==> src/rtl/rotate_pkg.sv <==
// Shared definitions for the rotating-box sequencer and its display decoder.
// Holds the position code width, end codes, direction encoding and a step helper.
package rotate_pkg;

    localparam int STATE_W = 3;

    typedef logic [STATE_W-1:0] state_t;

    localparam state_t STATE_FIRST = 3'b000;
    localparam state_t STATE_LAST  = 3'b111;

    localparam logic DIR_FWD = 1'b0;
    localparam logic DIR_REV = 1'b1;

    // Wraps naturally through the full code space in either direction.
    function automatic state_t step_state(input state_t cur, input logic dir);
        state_t nxt;
        if (dir == DIR_REV) begin
            nxt = cur - 1'b1;
        end else begin
            nxt = cur + 1'b1;
        end
        return nxt;
    endfunction

endpackage

==> src/rtl/btn_debounce.sv <==
// Push-button conditioner: 2-flop synchronizer, level debounce and a one-cycle
// pulse on each accepted rising edge of the debounced level.
module btn_debounce #(
    parameter int DB_CYCLES = 500_000
) (
    input  logic clk,
    input  logic reset,
    input  logic btn_raw,
    output logic level,
    output logic press
);

    localparam int CNT_W = (DB_CYCLES > 1) ? $clog2(DB_CYCLES) : 1;
    localparam logic [CNT_W-1:0] CNT_LAST = CNT_W'(DB_CYCLES - 1);

    logic             sync1_q;
    logic             sync2_q;
    logic             level_q;
    logic             level_d;
    logic             press_q;
    logic             press_d;
    logic [CNT_W-1:0] cnt_q;
    logic [CNT_W-1:0] cnt_d;

    // The counter tracks how long the synchronized input has disagreed with the
    // accepted level; the level flips on the last of DB_CYCLES disagreeing cycles.
    always_comb begin
        level_d = level_q;
        press_d = 1'b0;
        cnt_d   = '0;
        if (sync2_q != level_q) begin
            if (cnt_q == CNT_LAST) begin
                level_d = sync2_q;
                press_d = sync2_q;
            end else begin
                cnt_d = cnt_q + 1'b1;
            end
        end
    end

    always_ff @(posedge clk or posedge reset) begin
        if (reset) begin
            sync1_q <= 1'b0;
            sync2_q <= 1'b0;
            level_q <= 1'b0;
            press_q <= 1'b0;
            cnt_q   <= '0;
        end else begin
            sync1_q <= btn_raw;
            sync2_q <= sync1_q;
            level_q <= level_d;
            press_q <= press_d;
            cnt_q   <= cnt_d;
        end
    end

    assign level = level_q;
    assign press = press_q;

endmodule

==> src/rtl/rotate_sequencer.sv <==
// Rotating-box position sequencer: prescaled forward/backward walk of the eight
// positions with switch synchronizers and push-button run/pause.
module rotate_sequencer
    import rotate_pkg::*;
#(
    parameter int TICK_DIV  = 25_000_000,
    parameter int DB_CYCLES = 500_000
) (
    input  logic               clk,
    input  logic               reset,
    input  logic               en,
    input  logic               dir,
    input  logic               btn_pause,
    output logic [STATE_W-1:0] state,
    output logic               advance,
    output logic               running
);

    localparam int PRE_W = $clog2(TICK_DIV);
    localparam logic [PRE_W-1:0] PRE_LAST = PRE_W'(TICK_DIV - 1);

    logic             en_meta_q;
    logic             en_s_q;
    logic             dir_meta_q;
    logic             dir_s_q;

    logic             btn_level_unused;
    logic             btn_press;

    logic [PRE_W-1:0] pre_q;
    logic [PRE_W-1:0] pre_d;
    state_t           state_q;
    state_t           state_d;
    logic             advance_q;
    logic             advance_d;
    logic             running_q;
    logic             running_d;

    logic             count_en;
    logic             step;

    btn_debounce #(
        .DB_CYCLES(DB_CYCLES)
    ) u_btn (
        .clk    (clk),
        .reset  (reset),
        .btn_raw(btn_pause),
        .level  (btn_level_unused),
        .press  (btn_press)
    );

    always_ff @(posedge clk or posedge reset) begin
        if (reset) begin
            en_meta_q  <= 1'b0;
            en_s_q     <= 1'b0;
            dir_meta_q <= 1'b0;
            dir_s_q    <= 1'b0;
        end else begin
            en_meta_q  <= en;
            en_s_q     <= en_meta_q;
            dir_meta_q <= dir;
            dir_s_q    <= dir_meta_q;
        end
    end

    // Step decisions use the pre-toggle run flag, so a press landing on a step
    // cycle still lets that step through while pausing from the same edge.
    always_comb begin
        count_en  = en_s_q && running_q;
        step      = count_en && (pre_q == PRE_LAST);
        pre_d     = pre_q;
        state_d   = state_q;
        advance_d = step;
        running_d = running_q ^ btn_press;
        if (count_en) begin
            pre_d = step ? '0 : pre_q + 1'b1;
        end
        if (step) begin
            state_d = step_state(state_q, dir_s_q);
        end
    end

    always_ff @(posedge clk or posedge reset) begin
        if (reset) begin
            pre_q     <= '0;
            state_q   <= STATE_FIRST;
            advance_q <= 1'b0;
            running_q <= 1'b0;
        end else begin
            pre_q     <= pre_d;
            state_q   <= state_d;
            advance_q <= advance_d;
            running_q <= running_d;
        end
    end

    assign state   = state_q;
    assign advance = advance_q;
    assign running = running_q;

endmodule
==> config.mk <==
export PLATFORM = sky130hd
export DESIGN_NAME = rotate_sequencer
export DESIGN_NICKNAME = d
export VERILOG_FILES = /design/src/rtl/rotate_pkg.sv /design/src/rtl/btn_debounce.sv /design/src/rtl/rotate_sequencer.sv
export SDC_FILE = /design/constraint.sdc
export NUM_CORES = 1
export LEC_CHECK = 0
export ABC_AREA = 1
export BUFFER_PORTS_ARGS = -buffer_cell sky130_fd_sc_hd__buf_4
export CORE_ASPECT_RATIO = 2
export CORE_MARGIN = 5
export CORE_UTILIZATION = 61
export CTS_CLUSTER_DIAMETER = 100
export DETAILED_ROUTE_END_ITERATION = 12
export PLACE_DENSITY = 0.88
export SLEW_MARGIN = 5
export SYNTH_ARGS = -nofsm -noshare
export SYNTH_HDL_FRONTEND = slang
export SYNTH_SLANG_ARGS = --single-unit
==> constraint.sdc <==
create_clock -name clk -period 2.2 [get_ports clk]
set_clock_uncertainty 0.1 [all_clocks]
set_input_delay 0.44 -clock clk [delete_from_list [all_inputs] [get_ports clk]]
set_output_delay 0.44 -clock clk [all_outputs]
set_load 0.02 [all_outputs]
==> summary.txt <==
Status
  • Status: completed

Floorplan
  • Core ar.: 5050 µm²
  • Total I/O pin count: 10
  • Starting Density: 61.9%
  • Die width: 60.6 µm
  • Chip height: 111 µm
  • Die Footprint: 6740 µm²
  • FP Rows: 37

Power and ir drop
  • Clock share of power: 43.6%
  • Switch Pwr: 0.428 mW
  • Logic pwr share: 2.4%
  • Sequential power share: 54.1%
  • Pwr Density: 572 nW/µm²
  • Sw Share: 21.7%
  • Static leakage: 1.61 nW
  • VDD IR-drop max: 0.489 mV
  • Cell internal pwr: 1.54 mW

Synth
  • Register bit total from synthesis: 57
  • Syn Inst Count: 413
  • Post-Syn Area: 3120 µm²
  • Post-synth EDFFs: 0
  • Post-synth top area cell: dfrtp_1
  • Async SR Flop Fraction: 100%
  • Ys Warns: 0
  • Post-synth cell types: 29
  • Net count after synthesis: 421
  • Yosys top cell area share: 45.7%
  • Sequential fraction of the synthesis area: 45.7%
  • Main synth FF type: dfrtp_1
  • Synth area leaders: dfrtp_1 46%, nand2_1 12%, nor2_1 9.7%, inv_1 7.0%, nand3_1 4.6%
  • Synth Area per Inst: 7.56 µm²

Clock network
  • Hold-fix buffer count after cts: 0
  • TritonCTS Buffers: 9
  • Post-CTS Resized: 0
  • Clock Root Buffer: clkbuf_8
  • Reg clk slew, reported paths: 70 ps
  • H-tree depth: 3
  • Post CTS Setup Buffer Count: 0
  • Clock sinks: 57
  • Worst-Skew Late Latency: 330 ps
  • CTS tree: done
  • Clk buf depth: 2

Routing
  • Vias: 2638
  • DRC violations left: 0
  • Average wire per standard cell: 12.9 µm
  • Number of routed nets with antenna violations: 0
  • DR iter-0 viols: 130
  • Overall routed net length: 6390 µm
  • Vias per cell: 5.33
  • First-pass DRT Iterations: 4

Global routing
  • Remaining Overflow, GRT: 0
  • Initial antenna violation count: 0
  • Largest net degree at the start of global routing: 58
  • Tot GR Track Use: 22.5%
  • First-pass GRT wire length: 11600 µm
  • Vias in the first global route: 2636

STA
  • Final TNS setup: 0 ps
  • Hold Fails Final Rpt: 0
  • Crit share post-route: 82.1%
  • FMAX: 554 MHz
  • Slew @ Worst Pin: 398 ps
  • Post-route minimum period: 1810 ps
  • Final Worst Setup Slack: 394 ps
  • Slew Viols, Final: 0
  • Slew headroom: 73.3%
  • RSZ-0062 raised after global routing: false
  • Final Setup Violations: 0

Layout
  • Largest register by flop count: pre_q
  • Most frequent cells in the layout: 96 x nand2_1, 81 x nor2_1, 57 x inv_1, 57 x dfrtp_1, 29 x nand3_1
  • Most common cell after layout, fill and taps aside: nand2_1
  • Fin nets: 440
  • Share of cells above drive strength 1: 10.5%
  • ANT cells: 0
  • Fill count: 407
  • Final Core Density: 68.2%
  • Max reg flops: 25
  • Layout Area Growth over Synthesis: 10.2%

Place
  • GPL Wtd Cong: 0.887
  • Port-buffer cells: 9
  • Post-DP HPWL: 4420 µm
  • Pre-CTS setup slack: 448 ps

Worst setup path
  • Critical path data required time: 2370 ps
  • Critical path cell sequence: ha_1 -> nand3_1 -> nor2_2 -> inv_2 -> nor2_2 -> nand2_2 -> inv_1 -> nand2_1 -> nand2_1
  • Setup Crit Path Kind: reg2reg
  • Levels on crit path: 9
  • Worst-path fanout max: 15
  • Worst Setup End Kind: flop
  • RR Endpoint: state[0]
  • Cell family with most CP delay: simple AND/OR/NAND/NOR gates
  • WP data arrival: 1980 ps
  • Worst R2R Path Depth: 9
  • Crit path largest cell delay: 390 ps
  • FF-to-FF setup slack: 390 ps
  • Reg-to-reg startpoint: pre_q[1]
  • Crit path buffers/inverters: 2
  • Critical path's slowest cell: dfrtp_1
  • Setup crit start kind: flop

Job
  • Maxcap violations: 0

Hold path
  • Hold crit path type: in2async
worst min-delay path: cells and delay by family:
kind / cells / cell delay [ps]
buffers and inverters: 3 / 450
per-layer routing:
| metal | track usage (%) | part of all wire, % |
|---|---|---|
| met1 | 31.4 | 44 |
| met2 | 32.2 | 49 |
| met3 | 3.96 | 3.9 |
| met4 | 12.9 | 2.3 |
| met5 | 0 | 0 |
worst max path at each step:
stage / to / slack [ps] / from
floorplan: advance / 260 / reset
global placement: state[0] / 510 / pre_q[1]
detailed placement: state[0] / 450 / pre_q[1]
CTS: state[0] / 400 / pre_q[1]
global route: state[0] / 180 / pre_q[1]
finish: state[0] / 390 / pre_q[1]
cells in the mapped netlist (all sizes together) (3+ instances only):
library cell,number
nor3,13
a21oi,6
nor2,89
nand3,34
o21ai,9
inv,61
dfrtp,57
nand2,100
nand4,17
xor2,13
xnor2,3
area by class of cell:
| class | count | area [µm²] | share of cell area, % |
|---|---|---|---|
| Inverter | 61 | 229 | 6.65 |
| Clock inverter | 2 | 12.5 | 0.363 |
| Clock buffer | 14 | 163 | 4.72 |
| Multi-Input combinational cell | 293 | 1450 | 42.2 |
| Sequential cell | 57 | 1430 | 41.4 |
| Timing Repair Buffer | 10 | 87.6 | 2.54 |
| Tap cell | 58 | 72.6 | 2.11 |
kinds of logic (layout without fill, tap and decap cells):
family / after synthesis / after routing / synth area share, %
XOR/XNOR: 16 / 16 / 4.49
AO/OA/AOI/OAI: 16 / 16 / 2.60
AND/OR/NAND/NOR: 258 / 258 / 38.0
flip-flops: 57 / 57 / 45.7
buffers and inverters: 63 / 87 / 7.85
adder cells (fa/ha/maj): 3 / 3 / 1.44
power by group through the flow:
stage	Sequential (mW)	Clock [mW]	Combinational (mW)
3_3_place_gp	1.08	0	0.0477
6_report	1.07	0.858	0.0470
2_1_floorplan	1.08	0	0.0292
3_5_place_dp	1.08	0	0.0487
5_1_grt	1.07	0.930	0.0563
4_1_cts	1.07	0.879	0.0487
stage by stage:
step	hold WS (ps)	instance area (µm²)	cells	power [mW]
6_report	65.2	3440	495	1.97
3_5_place_dp	237	3270	479	1.13
4_1_cts	65.1	3440	495	1.99
5_1_grt	92.2	3440	495	2.05
3_3_place_gp	232	3270	479	1.13
2_1_floorplan	231	3120	413	1.11
No activity file was read; power rests on OpenSTA's default activity.
